### src/rtl/stopwatch_core.sv
// rtl/stopwatch_core.sv - centisecond prescaler, MM:SS.CC BCD count and start/stop, lap/reset control
// Display register feeds the SPI display driver; update pulses when any shown digit changes.
module stopwatch_core #(
  parameter int TICK_DIV = 10000
) (
  input  logic       clk,
  input  logic       res,
  input  logic       ena,
  input  logic       btn_start_stop,
  input  logic       btn_lap_reset,
  output logic [2:0] min_X0,
  output logic [3:0] min_0X,
  output logic [2:0] sec_X0,
  output logic [3:0] sec_0X,
  output logic [3:0] ces_X0,
  output logic [3:0] ces_0X,
  output logic       update,
  output logic       wrapped
);

  localparam int PW = $clog2(TICK_DIV);
  localparam logic [PW-1:0] PRESC_TOP = PW'(TICK_DIV - 1);

  typedef enum logic [1:0] {
    S_IDLE    = 2'd0,
    S_RUNNING = 2'd1,
    S_LAP     = 2'd2,
    S_PAUSED  = 2'd3
  } state_t;

  state_t r_state;
  state_t w_next;

  logic r_ss_s1, r_ss_s2, r_ss_d;
  logic r_lr_s1, r_lr_s2, r_lr_d;
  logic w_ss_pulse, w_lr_pulse;

  logic [PW-1:0] r_presc;
  logic [2:0]    r_min_x0;
  logic [3:0]    r_min_0x;
  logic [2:0]    r_sec_x0;
  logic [3:0]    r_sec_0x;
  logic [3:0]    r_ces_x0;
  logic [3:0]    r_ces_0x;
  logic          r_wrapped;
  logic [21:0]   r_disp;
  logic          r_update;

  logic        w_counting, w_tick, w_clear, w_disp_load;
  logic        w_c0, w_c1, w_c2, w_c3, w_c4, w_c5;
  logic [21:0] w_cnt;

  assign w_ss_pulse = r_ss_s2 & ~r_ss_d;
  assign w_lr_pulse = r_lr_s2 & ~r_lr_d;

  always_ff @(posedge clk or negedge res) begin
    if (!res) begin
      r_ss_s1 <= 1'b0;
      r_ss_s2 <= 1'b0;
      r_ss_d  <= 1'b0;
      r_lr_s1 <= 1'b0;
      r_lr_s2 <= 1'b0;
      r_lr_d  <= 1'b0;
    end else if (ena) begin
      r_ss_s1 <= btn_start_stop;
      r_ss_s2 <= r_ss_s1;
      r_ss_d  <= r_ss_s2;
      r_lr_s1 <= btn_lap_reset;
      r_lr_s2 <= r_lr_s1;
      r_lr_d  <= r_lr_s2;
    end
  end

  always_ff @(posedge clk or negedge res) begin
    if (!res) begin
      r_state <= S_IDLE;
    end else if (ena) begin
      r_state <= w_next;
    end
  end

  // start_stop has priority: a coincident lap_reset pulse is simply dropped
  always_comb begin
    w_next = r_state;
    case (r_state)
      S_IDLE: begin
        if (w_ss_pulse) w_next = S_RUNNING;
      end
      S_RUNNING: begin
        if (w_ss_pulse)      w_next = S_PAUSED;
        else if (w_lr_pulse) w_next = S_LAP;
      end
      S_LAP: begin
        if (w_ss_pulse)      w_next = S_PAUSED;
        else if (w_lr_pulse) w_next = S_RUNNING;
      end
      S_PAUSED: begin
        if (w_ss_pulse)      w_next = S_RUNNING;
        else if (w_lr_pulse) w_next = S_IDLE;
      end
      default: w_next = S_IDLE;
    endcase
  end

  assign w_counting = (r_state == S_RUNNING) || (r_state == S_LAP);
  assign w_tick     = w_counting && (r_presc == PRESC_TOP);
  assign w_clear    = (r_state == S_PAUSED) && !w_ss_pulse && w_lr_pulse;

  always_ff @(posedge clk or negedge res) begin
    if (!res) begin
      r_presc <= '0;
    end else if (ena) begin
      if (w_clear || r_state == S_IDLE) r_presc <= '0;
      else if (w_tick)                  r_presc <= '0;
      else if (w_counting)              r_presc <= r_presc + 1'b1;
    end
  end

  assign w_c0 = (r_ces_0x == 4'd9);
  assign w_c1 = w_c0 && (r_ces_x0 == 4'd9);
  assign w_c2 = w_c1 && (r_sec_0x == 4'd9);
  assign w_c3 = w_c2 && (r_sec_x0 == 3'd5);
  assign w_c4 = w_c3 && (r_min_0x == 4'd9);
  assign w_c5 = w_c4 && (r_min_x0 == 3'd5);

  always_ff @(posedge clk or negedge res) begin
    if (!res) begin
      r_min_x0  <= '0;
      r_min_0x  <= '0;
      r_sec_x0  <= '0;
      r_sec_0x  <= '0;
      r_ces_x0  <= '0;
      r_ces_0x  <= '0;
      r_wrapped <= 1'b0;
    end else if (ena) begin
      if (w_clear) begin
        r_min_x0  <= '0;
        r_min_0x  <= '0;
        r_sec_x0  <= '0;
        r_sec_0x  <= '0;
        r_ces_x0  <= '0;
        r_ces_0x  <= '0;
        r_wrapped <= 1'b0;
      end else if (w_tick) begin
        r_ces_0x <= w_c0 ? 4'd0 : r_ces_0x + 4'd1;
        if (w_c0) r_ces_x0 <= w_c1 ? 4'd0 : r_ces_x0 + 4'd1;
        if (w_c1) r_sec_0x <= w_c2 ? 4'd0 : r_sec_0x + 4'd1;
        if (w_c2) r_sec_x0 <= w_c3 ? 3'd0 : r_sec_x0 + 3'd1;
        if (w_c3) r_min_0x <= w_c4 ? 4'd0 : r_min_0x + 4'd1;
        if (w_c4) r_min_x0 <= w_c5 ? 3'd0 : r_min_x0 + 3'd1;
        if (w_c5) r_wrapped <= 1'b1;
      end
    end
  end

  assign w_cnt = {r_min_x0, r_min_0x, r_sec_x0, r_sec_0x, r_ces_x0, r_ces_0x};

  // The display holds only while staying in LAP; the RUNNING->LAP edge itself is the capture
  assign w_disp_load = (r_state != S_LAP) || (w_next != S_LAP);

  always_ff @(posedge clk or negedge res) begin
    if (!res) begin
      r_disp   <= '0;
      r_update <= 1'b0;
    end else if (ena) begin
      r_update <= w_disp_load && (w_cnt != r_disp);
      if (w_disp_load) r_disp <= w_cnt;
    end
  end

  assign min_X0  = r_disp[21:19];
  assign min_0X  = r_disp[18:15];
  assign sec_X0  = r_disp[14:12];
  assign sec_0X  = r_disp[11:8];
  assign ces_X0  = r_disp[7:4];
  assign ces_0X  = r_disp[3:0];
  assign update  = r_update & ena;
  assign wrapped = r_wrapped;

endmodule

### config.mk
export PLATFORM = sky130hd
export DESIGN_NAME = stopwatch_core
export DESIGN_NICKNAME = d
export VERILOG_FILES = /design/src/rtl/stopwatch_core.sv
export SDC_FILE = /design/constraint.sdc
export NUM_CORES = 1
export LEC_CHECK = 0
export CAP_MARGIN = 25
export CORE_ASPECT_RATIO = 1.1
export CORE_UTILIZATION = 45
export DETAILED_ROUTE_END_ITERATION = 10
export GPL_TIMING_DRIVEN = 1
export PLACE_DENSITY_LB_ADDON = 0.12
export RECOVER_POWER = 100
export SYNTH_ARGS = -nofsm -noshare
export SYNTH_HDL_FRONTEND = slang
export SYNTH_SLANG_ARGS = --single-unit
### constraint.sdc
create_clock -name clk -period 3.2 [get_ports clk]
set_input_delay 0.32 -clock clk [delete_from_list [all_inputs] [get_ports clk]]
set_output_delay 0.32 -clock clk [all_outputs]
set_load 0.02 [all_outputs]
==> flow_summary.toml <==
[outcome]
outcome = "finished with violations"
violations = "max-capacitance violations, max-slew violations"

[synth]
yosysWarnings = 0
yosysSeqAreaShare_pct = 42.3
synth_nets = 464
yosysUniqueCellTypes = 52
syn-instance-count = 442
synth_edf_count = 0
synthArstFlopShare_pct = 100
avgSynthCellArea_um2 = 9.10
synth_ff_type = "dfrtp_1"
ys_ff_latch = 68
netlist_area_mm2 = 0.00402

[floorplan]
core-area_mm2 = 0.00854
fp.dieH_um = 101
die_area_mm2 = 0.00932
rows = 35
ios = 29
initial_core_util_pct = 47.1
die_w_um = 92.1

[power_and_ir_drop]
power_switching_mw = 1.22
powerDensity_mw_per_mm2 = 626
p_int_mw = 1.65
p_clk_share_pct = 20.4
combPwrFrac_pct = 39.7
p_leak_nw = 2.02
vdd_drop_max_mv = 0.357
pwr-share-seq_pct = 39.9
power_mw = 2.87
switching_share_pct = 42.4

[clocking]
cts-buffers-inserted = 9
cts_buffer_depth = 2
postCtsResizedCells = 0
path_clk_slew_ns = 0.08
clk_latency_ns = 0.34
numClockSinks = 68
cts_tree = "built"
cts_max_level = 3
clockRootBuffer = "clkbuf_8"
post-cts-setup-buffers = 0
ctsHoldBuffers = 0

[global_route]
grt.busiest_layer = "met2"
grt_use_met3_pct = 4.35
overflow = 0
grt_max_degree = 36
grt_use_met1_pct = 31.2
antenna_found_initial = 0
met2_usage_pct = 37.8
grt.total_usage_pct = 23.2
first_global_vias = 3337
grt_pass1_wl_um = 16800

[timing]
min_period_ns = 2.81
tns_ns = 0
skew_ns = 0.0142
fin_crit_sh_pct = 87.8
slew_headroom_pct = -28.5
max_freq_mhz = 356
rsz0062_at_grt = "false"
hold_viol = 0
worst_pin_slew_ns = 1.93
drv_slew = 35
finalSetupViolCount = 0

[route]
final_antenna_net_count = 0
dr.pass1.iters = 5
wl_um = 9920
drc = 0
routedWlPerCell_um = 16.9
viasPerCell = 5.87
drt_iter0_markers = 261
vias = 3453

[final_layout]
area_delta_synth_final_pct = 14.0
num_antenna_cells = 0
nNetsFinal = 495
final_area_mm2 = 0.00459
final_cell_mix = "dfrtp_1, nand2_1, o211ai_1"
drive_above_1_share_pct = 7.34
final_common_cell = "dfrtp_1"

[setup_path]
required_ns = 3.48
path_class = "reg -> reg"
critical_path_arrival_ns = 3.09
crit_path_end_kind = "register"
critPathLaunchType = "register"
cp_max_fo = 23

[place]
hpwl_um = 6990
io_buffers = 28
placed_area_mm2 = 0.00447
gp_congestion = 0.825

[run]
maxCapViolCount = 1

[min_path]
hp-class = "reg -> reg"
[registers in the layout, summed over array words and instances (netlist names), 2 cells and up]
signal / count
r_sec_0x: 4
r_min_x0: 3
r_ces_x0: 4
r_ces_0x: 4
r_disp: 22
r_sec_x0: 3
r_min_0x: 4
r_state: 2
r_presc: 14
[layout make-up]
class / count / area [µm²]
Inverter: 20 / 75.1
Clock buffer: 12 / 135
Sequential cell: 68 / 1700
Clock inverter: 3 / 15.0
Tap cell: 111 / 139
Timing Repair Buffer: 41 / 358
Fill cell: 823 / 3950
Multi-Input combinational cell: 333 / 2160
[stage by stage]
| step | utilization, % | setup WS, ns | hold WS [ns] | std cells |
|---|---|---|---|---|
| after floorplan | - | 0.926 | 0.0244 | 442 |
| final | 53.7 | 0.392 | 0.482 | 588 |
| after global routing | 53.7 | 0.191 | 0.504 | 588 |
| after detailed placement | 52.4 | 0.564 | 0.463 | 573 |
| after CTS | 54.2 | 0.550 | 0.0873 | 588 |
| after global placement | 52.4 | 0.653 | 0.459 | 573 |
[power groups by stage]
stage	clock network, mW	logic [mW]	registers (mW)
floorplan	0	0.725	1.17
CTS	0.612	1.18	1.15
global placement	0	1.17	1.15
finish	0.585	1.14	1.14
global route	0.648	1.26	1.17
detailed placement	0	1.18	1.16
[cell families (layout without fill, tap and decap cells)]
logic type,Yosys count,count (layout),share of synthesized area (%)
AO/OA/AOI/OAI,127,127,21.4
XOR/XNOR,22,22,4.79
adder cells (fa/ha/maj),17,17,5.29
buffers and inverters,41,76,3.92
flip-flops,68,68,42.3
multiplexers,10,10,2.71
AND/OR/NAND/NOR,157,157,19.5
[final timing paths]
path	from	endpoint	slack, ns	depth (start not counted)
setup / recovery	r_state[0]	r_update	0.39	8
hold / removal	r_presc[13]	r_presc[13]	0.48	1
setup reg to reg	r_state[0]	r_update	0.39	8
hold reg to reg	r_presc[13]	r_presc[13]	0.48	1
max in group asynchronous	res	r_presc[9]	0.91	2
min in group asynchronous	res	r_disp[4]	0.50	1
[worst max-delay path: stages, from the launching register on]
cell and delay (ns):
dfrtp_1 0.41, inv_1 0.09, ha_1 0.24, a21o_1 0.16
a21oi_1 0.15, clkbuf_1 0.85, o21a_1 0.31, buf_4 0.31
o32a_1 0.23
[synth_stat cells, types with 4 or more instances]
cell type	count	area share, %
xor2_1	22	4.8
nor2_1	17	1.6
nand2_1	66	6.2
a21oi_1	15	1.9
dfrtp_1	68	42
nor2b_1	4	0.62
a21o_1	5	0.93
nor4_1	5	0.78
clkbuf_1	18	1.7
nand4_1	6	0.93
mux2_2	7	2.0
ha_1	17	5.3
nor3_1	12	1.5
inv_1	20	1.9
o21ai_0	31	3.9
nand3_1	18	2.2
or3_1	5	0.78
o211ai_1	44	8.2
o31ai_1	5	0.93
[routing by layer]
layer  wire [µm]  share of wire, %
met5           0                 0
met4         210               2.1
met3         435               4.4
met2        4710                47
met1        4570                46
Note: power is estimated with default switching activity, not from simulation.
